**src/rtl/sub_pkg.sv**
```systemverilog
// Shared definitions for the serial arithmetic blocks: FSM state encoding and default width.
package sub_pkg;

   localparam logic [1:0] ST_IDLE  = 2'd0;
   localparam logic [1:0] ST_SHIFT = 2'd1;
   localparam logic [1:0] ST_DONE  = 2'd2;

   localparam int SUB_WIDTH = 8;

   typedef enum logic [1:0] {
      IDLE  = ST_IDLE,
      SHIFT = ST_SHIFT,
      DONE  = ST_DONE
   } sub_state_t;

endpackage

```
**src/rtl/serial_subtractor_if.sv**
```systemverilog
// Operand/result bundle of the bit-serial subtractor; the master issues operands, the slave computes.
interface serial_subtractor_if
   import sub_pkg::*;
   #(parameter int WIDTH = SUB_WIDTH);

   logic             start;
   logic [WIDTH-1:0] a;
   logic [WIDTH-1:0] b;
   logic             busy;
   logic             done;
   logic [WIDTH-1:0] diff;
   logic             bout;

   modport master (output start, a, b, input busy, done, diff, bout);
   modport slave  (input start, a, b, output busy, done, diff, bout);

endinterface

```
**src/rtl/fullsubtractor.sv**
```systemverilog
// Single-bit full subtractor cell: diff = a - b - bin, bout set when the bit underflows.
module fullsubtractor (
   input  logic a,
   input  logic b,
   input  logic bin,
   output logic diff,
   output logic bout
);

   assign diff = a ^ b ^ bin;
   assign bout = (~a & b) | (~(a ^ b) & bin);

endmodule

```
**src/rtl/serial_subtractor.sv**
```systemverilog
// Bit-serial unsigned subtractor: one fullsubtractor cell, LSB first, borrow closed through a flop.
module serial_subtractor
   import sub_pkg::*;
   #(parameter int WIDTH = SUB_WIDTH)
(
   input  logic clk,
   input  logic rst,
   serial_subtractor_if.slave bus
);

   localparam int CW = $clog2(WIDTH + 1);

   sub_state_t       state;
   sub_state_t       state_nxt;
   logic [WIDTH-1:0] a_sh;
   logic [WIDTH-1:0] b_sh;
   // Only the upper WIDTH-1 result bits are kept; the LSB is shifted out on the final edge.
   logic [WIDTH-2:0] d_sh;
   logic             brw;
   logic [CW-1:0]    cnt;
   logic [WIDTH-1:0] diff_r;
   logic             bout_r;

   logic             cell_diff;
   logic             cell_bout;
   logic             last_bit;
   logic [WIDTH-1:0] d_next;

   fullsubtractor u_cell (
      .a    (a_sh[0]),
      .b    (b_sh[0]),
      .bin  (brw),
      .diff (cell_diff),
      .bout (cell_bout)
   );

   assign last_bit = (cnt == CW'(WIDTH - 1));
   assign d_next   = {cell_diff, d_sh};

   always_ff @(posedge clk or posedge rst) begin
      if (rst) begin
         state <= IDLE;
      end else begin
         state <= state_nxt;
      end
   end

   always_comb begin
      state_nxt = state;
      case (state)
         IDLE:    if (bus.start) state_nxt = SHIFT;
         SHIFT:   if (last_bit)  state_nxt = DONE;
         DONE:    state_nxt = IDLE;
         default: state_nxt = IDLE;
      endcase
   end

   // Results are published only on the last shift edge so partial sums never reach the outputs.
   always_ff @(posedge clk or posedge rst) begin
      if (rst) begin
         a_sh   <= '0;
         b_sh   <= '0;
         d_sh   <= '0;
         brw    <= 1'b0;
         cnt    <= '0;
         diff_r <= '0;
         bout_r <= 1'b0;
      end else begin
         case (state)
            IDLE: begin
               if (bus.start) begin
                  a_sh <= bus.a;
                  b_sh <= bus.b;
                  brw  <= 1'b0;
                  cnt  <= '0;
               end
            end
            SHIFT: begin
               a_sh <= {1'b0, a_sh[WIDTH-1:1]};
               b_sh <= {1'b0, b_sh[WIDTH-1:1]};
               d_sh <= d_next[WIDTH-1:1];
               brw  <= cell_bout;
               cnt  <= cnt + 1'b1;
               if (last_bit) begin
                  diff_r <= d_next;
                  bout_r <= cell_bout;
               end
            end
            default: ;
         endcase
      end
   end

   assign bus.busy = (state == SHIFT);
   assign bus.done = (state == DONE);
   assign bus.diff = diff_r;
   assign bus.bout = bout_r;

endmodule
```
**src/flat_wrapper.sv**
```systemverilog
// flat-port wrapper written by rule: the top's interface ports become plain ports
module serial_subtractor_flat import sub_pkg::*;
#(parameter int WIDTH = SUB_WIDTH)
  (clk, rst, bus_start, bus_a, bus_b, bus_busy, bus_done, bus_diff, bus_bout);
  serial_subtractor_if #(.WIDTH(WIDTH)) bus_i ();
  input  logic clk;
  input  logic rst;
  input wire logic [$bits(bus_i.start)-1:0] bus_start;
  input wire logic [$bits(bus_i.a)-1:0] bus_a;
  input wire logic [$bits(bus_i.b)-1:0] bus_b;
  output wire logic [$bits(bus_i.busy)-1:0] bus_busy;
  output wire logic [$bits(bus_i.done)-1:0] bus_done;
  output wire logic [$bits(bus_i.diff)-1:0] bus_diff;
  output wire logic [$bits(bus_i.bout)-1:0] bus_bout;
  assign bus_i.start = bus_start;
  assign bus_i.a = bus_a;
  assign bus_i.b = bus_b;
  assign bus_busy = bus_i.busy;
  assign bus_done = bus_i.done;
  assign bus_diff = bus_i.diff;
  assign bus_bout = bus_i.bout;
  serial_subtractor #(.WIDTH(WIDTH)) u_core (.clk(clk), .rst(rst), .bus(bus_i));
endmodule
```
**config.mk**
```make
export PLATFORM = sky130hd
export DESIGN_NAME = serial_subtractor_flat
export DESIGN_NICKNAME = d
export VERILOG_FILES = /design/src/rtl/sub_pkg.sv /design/src/rtl/serial_subtractor_if.sv /design/src/rtl/fullsubtractor.sv /design/src/rtl/serial_subtractor.sv /design/src/flat_wrapper.sv
export SDC_FILE = /design/constraint.sdc
export NUM_CORES = 1
export LEC_CHECK = 0
export ABC_AREA = 1
export CORE_ASPECT_RATIO = 1.1
export CORE_MARGIN = 2
export CORE_UTILIZATION = 25
export DETAILED_ROUTE_END_ITERATION = 6
export PLACE_DENSITY = 0.52
export SLEW_MARGIN = 10
export SYNTH_ARGS = -nofsm -noshare
export SYNTH_HDL_FRONTEND = slang
export SYNTH_SLANG_ARGS = --single-unit
```
**constraint.sdc**
```tcl
create_clock -name clk -period 3.1 [get_ports clk]
set_input_delay 0.93 -clock clk [delete_from_list [all_inputs] [get_ports clk]]
set_output_delay 0.93 -clock clk [all_outputs]
set_load 0.005 [all_outputs]
```
* Word-level counts from Yosys, hierarchy flattened
Index checks and enable logic that the tools add are counted.
Widths: inputs -> output; s select.
** Storage, ports and cells
- Input port bits :: 19
- Register bits :: 39
- Word-level logic and storage cells :: 37
- Output and inout port bits :: 11
** Operators by class
- Bitwise gates (word level) :: 7
- Reduce and logical (&&, ||, !) cells :: 5
- Mux-type cells :: 11
- $add $sub $neg :: 1
- Equal/unequal tests :: 5
** Operators with widths (number)
- $pmux 8 s2 :: 2
- $mux 8 :: 2
- $pmux 4 s2 :: 1
- $reduce_and 2->1 :: 3
- $add 4x1->4 const B :: 1
- $eq 4x3->1 const B :: 1
- $mux 2 :: 2
- $mux 4 :: 1
- $pmux 2 s2 :: 1
- $and 1x1->1 :: 2
- $eq 2x1->1 const B :: 1
- $eq 2x2->1 const B :: 1
- $logic_not 2->1 :: 1
- $ne 2x1->1 const B :: 1
- $ne 2x2->1 const B :: 1
- $not 1->1 :: 2
- $pmux 1 s2 :: 1
- $reduce_bool 2->1 :: 1
- $xor 1x1->1 :: 2
- $mux 1 :: 1
- $or 1x1->1 :: 1

* Depth between registers and ports, before layout
- Depth in word-level cells :: 5
- Depth in mapped cells :: 6
- Depth with buffers taken out :: 6

* Hierarchy
A second synthesis with hierarchy kept.
** Unflattened totals
- Cell total of the unflattened synthesis :: 193
- Area, all modules :: 1692.9 um^2
** Modules (own cells, without submodules)
- serial_subtractor :: area each 1661.6 um^2, instances 1, cells each 189, sequential area each 975.9 um^2
- fullsubtractor :: area each 31.3 um^2, instances 1, cells each 4, sequential area each 0.0 um^2

* Worst setup path after synthesis
OpenSTA, ideal clock, no wires.
- Path kind :: register -> output
- From :: reg u_core.state[0]
- To :: out bus_busy
- Path buffers :: 1
- Required time :: 2.170 ns
- Setup slack :: 1.414 ns
- Stages on the path, launching flop included :: 4
- Arrival :: 0.756 ns
- Path through :: dfrtp_1 -> nand2_2 -> inv_4 -> buf_6
** On the way
- Word-level cells in the longest chain between the ends :: 1
** Ends and longest elaborated chain
- from (decl) :: line serial_subtractor.sv:13 : sub_state_t state;
- from (signal assigned) :: line serial_subtractor.sv:44 : state <= state_nxt;
- $eq 2x1->1 :: line serial_subtractor.sv:94 : assign bus.busy = (state == SHIFT);
- to (decl) :: line flat_wrapper.sv:11 : output wire logic [$bits(bus_i.busy)-1:0] bus_busy;
No other way between the ends.

* Worst setup path after layout
Same ends and word-level chain as after synthesis.

==> reports/qor.txt <==
Total Power -> 1940 uW
Fin Setup TNS -> 0 ns
final setup violation count -> 0
antenna violations before repair -> 0
core area -> 0.00659 mm^2
post-synth top area share -> 57.4%
Pre-Repair DR Iteration Count -> 4
detailed router's first-iteration violation count -> 86
row cnt -> 31
dominant cell type by area after synthesis -> dfrtp_1
Clock Sinks -> 39
Worst EP required -> 2.17 ns
status -> finished clean
Max Transition Viols Final -> 0
Max VDD drop -> 0.300 mV
first-pass GRT wire length -> 6070 um
Power per Cell Area -> 909 mW/mm^2
DRC violations left -> 0
measured slew at the worst slew-check pin -> 0.492 ns
asr flop ratio synth -> 100%
buffer count from post-CTS setup fixing -> 0
most common library cells after synthesis -> nand2_1 (88), dfrtp_1 (39), nand3_1 (36)
Initial Util -> 25.8%
crit path capture type -> output port
unrepaired setup endpoints after global routing -> no
Post-synth EDFFs -> 0
Layout Area Growth over Synthesis -> 25.8%
Max Fclk -> 394 MHz
share of layout cells above drive strength 1 -> 8.00%
crit-path cells -> nand2_2 -> inv_4 -> clkdlybuf4s50_1
routed vias -> 1,348
library cells used by synthesis -> 19
CP max stage cell -> clkdlybuf4s50_1
number of global-route vias before repair -> 1,330
per-cell routed wire length -> 11.4 um
fin nets -> 245
Cell Area, Synth -> 0.00170 mm^2
final worst setup slack -> 0.564 ns
Tcrit/Tclk final -> 81.8%
clock latency on the worst-skew pair -> 0.29 ns
largest net degree at the start of global routing -> 40
cts-stage hold buffer count -> 0
CTS tree -> yes
Mapped Avg Cell Area -> 8.80 um^2
clk_skew -> 0.00818 ns
CTS root buf -> clkbuf_8
Die H -> 90.5 um
Ports -> 30
GRT Util Overall -> 10.5%
Die Area -> 0.00747 mm^2
DP Worst Slack -> 0.864 ns
synth top area cells -> dfrtp_1 (57%), nand2_1 (19%), nand3_1 (11%)
R2R cell count -> 6
post_cts resized -> 0
Worst path max stage delay -> 0.56 ns
FF+latch count, synth -> 39
gr ovfl total -> 0
final hold violations -> 0
Vias/cell -> 4.39
final wirelength -> 3510 um
Die W -> 82.6 um
Warnings, synthesis -> 0
top-count cell post-synth -> nand2_1
clock slew seen by the registers of the worst setup and hold paths -> 0.08 ns
Startpoint Class -> flop
ys flop type -> dfrtp_1
Synth Net Count -> 214
WP data arrival -> 1.61 ns
routability congestion estimate from global placement -> 0.761
Min-Delay Path Depth -> 2
H-tree depth -> 2
buffer depth of the longest clock path -> 2
minimum clock period after layout -> 2.54 ns
Slew Limit Headroom -> 67.2%
Cells after Synth -> 193
Ant. Diodes -> 0
Crit Path Class -> flop to output port
LEAKAGE -> 0.00103 uW
final core occ -> 32.4%
Hold Crit Class -> flop to flop
max cap viols -> 0
Buffers on Ports -> 29
CP max FO -> 27
Num CTS Buffers -> 5
DP HPWL -> 2170 um
Final ANT Viol Nets -> 0
sequential area share after synthesis -> 57.4%
[critical path: cells and delay by family, from the launching register on]
kind	cells	cell delay (ns)
buffers and inverters	2	0.78
DFF	1	0.43
and+or+nand+nor	1	0.10
[per-stage QoR]
stage          cell area, um^2  cells  hold WS [ns]
2_1_floorplan             1700    193         0.442
3_3_place_gp              2050    299         0.452
3_5_place_dp              2050    299         0.455
4_1_cts                   2140    307         0.478
5_1_grt                   2140    307         0.516
6_report                  2140    307         0.474
[metal layers]
metal  track usage (%)  share of wire (%)  up-vias
met2              16.6                 47       27
li1                  -                  -      679
met4              4.10                1.5        0
met5                 0                  0        -
met1              13.3                 47      638
met3              3.30                4.8        4
[final cells by class]
| cell class | count | area (um^2) |
|---|---|---|
| timing repair buffer | 32 | 313 |
| fill | 737 | 4460 |
| tap | 82 | 103 |
| multi-input combinational | 139 | 633 |
| inverter | 7 | 28.8 |
| clock buffer | 6 | 72.6 |
| clock inverter | 2 | 12.5 |
| sequential | 39 | 976 |
[flip-flops by register name (all words and copies together), names as in the netlist]
register / count
u_core.a_sh: 8
u_core.b_sh: 8
u_core.brw: 1
u_core.bus.bout: 1
u_core.bus.diff: 8
u_core.cnt: 4
u_core.d_sh: 7
u_core.state: 2
[path summary, 6_finish.rpt]
path                       slack (ns)            endpoint       startpoint
max                              0.56            bus_busy  u_core.state[0]
min reg2reg                      0.47  u_core.bus.diff[0]   u_core.d_sh[0]
min                              0.47  u_core.bus.diff[0]   u_core.d_sh[0]
max in group asynchronous        1.69      u_core.b_sh[0]              rst
min in group asynchronous        1.06      u_core.a_sh[7]              rst
max reg2reg                      1.72  u_core.bus.diff[5]    u_core.cnt[0]
[power by group]
part | total [uW] | switching (uW) | internal [uW]
logic | 735 | 399 | 336
registers | 873 | 139 | 734
clock network | 336 | 179 | 157
[cell usage in the layout, fill, tap and decap left out, drive strengths merged]
cell type | netlist | routed
o21bai | 1 | 1
clkinv | 0 | 1
inv | 7 | 7
fa | 1 | 1
nor2 | 6 | 6
nand4 | 1 | 1
a21oi | 1 | 1
ha | 1 | 1
nand3 | 36 | 36
dfrtp | 39 | 39
clkbuf | 0 | 6
clkdlybuf4s50 | 0 | 29
nand2 | 90 | 90
buf | 8 | 3
clkinvlp | 0 | 1
o21ai | 1 | 1
o22ai | 1 | 1
[cell families after synthesis]
group           share of synthesized area, %
flops                                   57.4
compound gates                          1.99
buf+inv                                 5.30
fa+ha+maj                               1.91
simple gates                            33.4
Power figures use the tool's default switching activity.
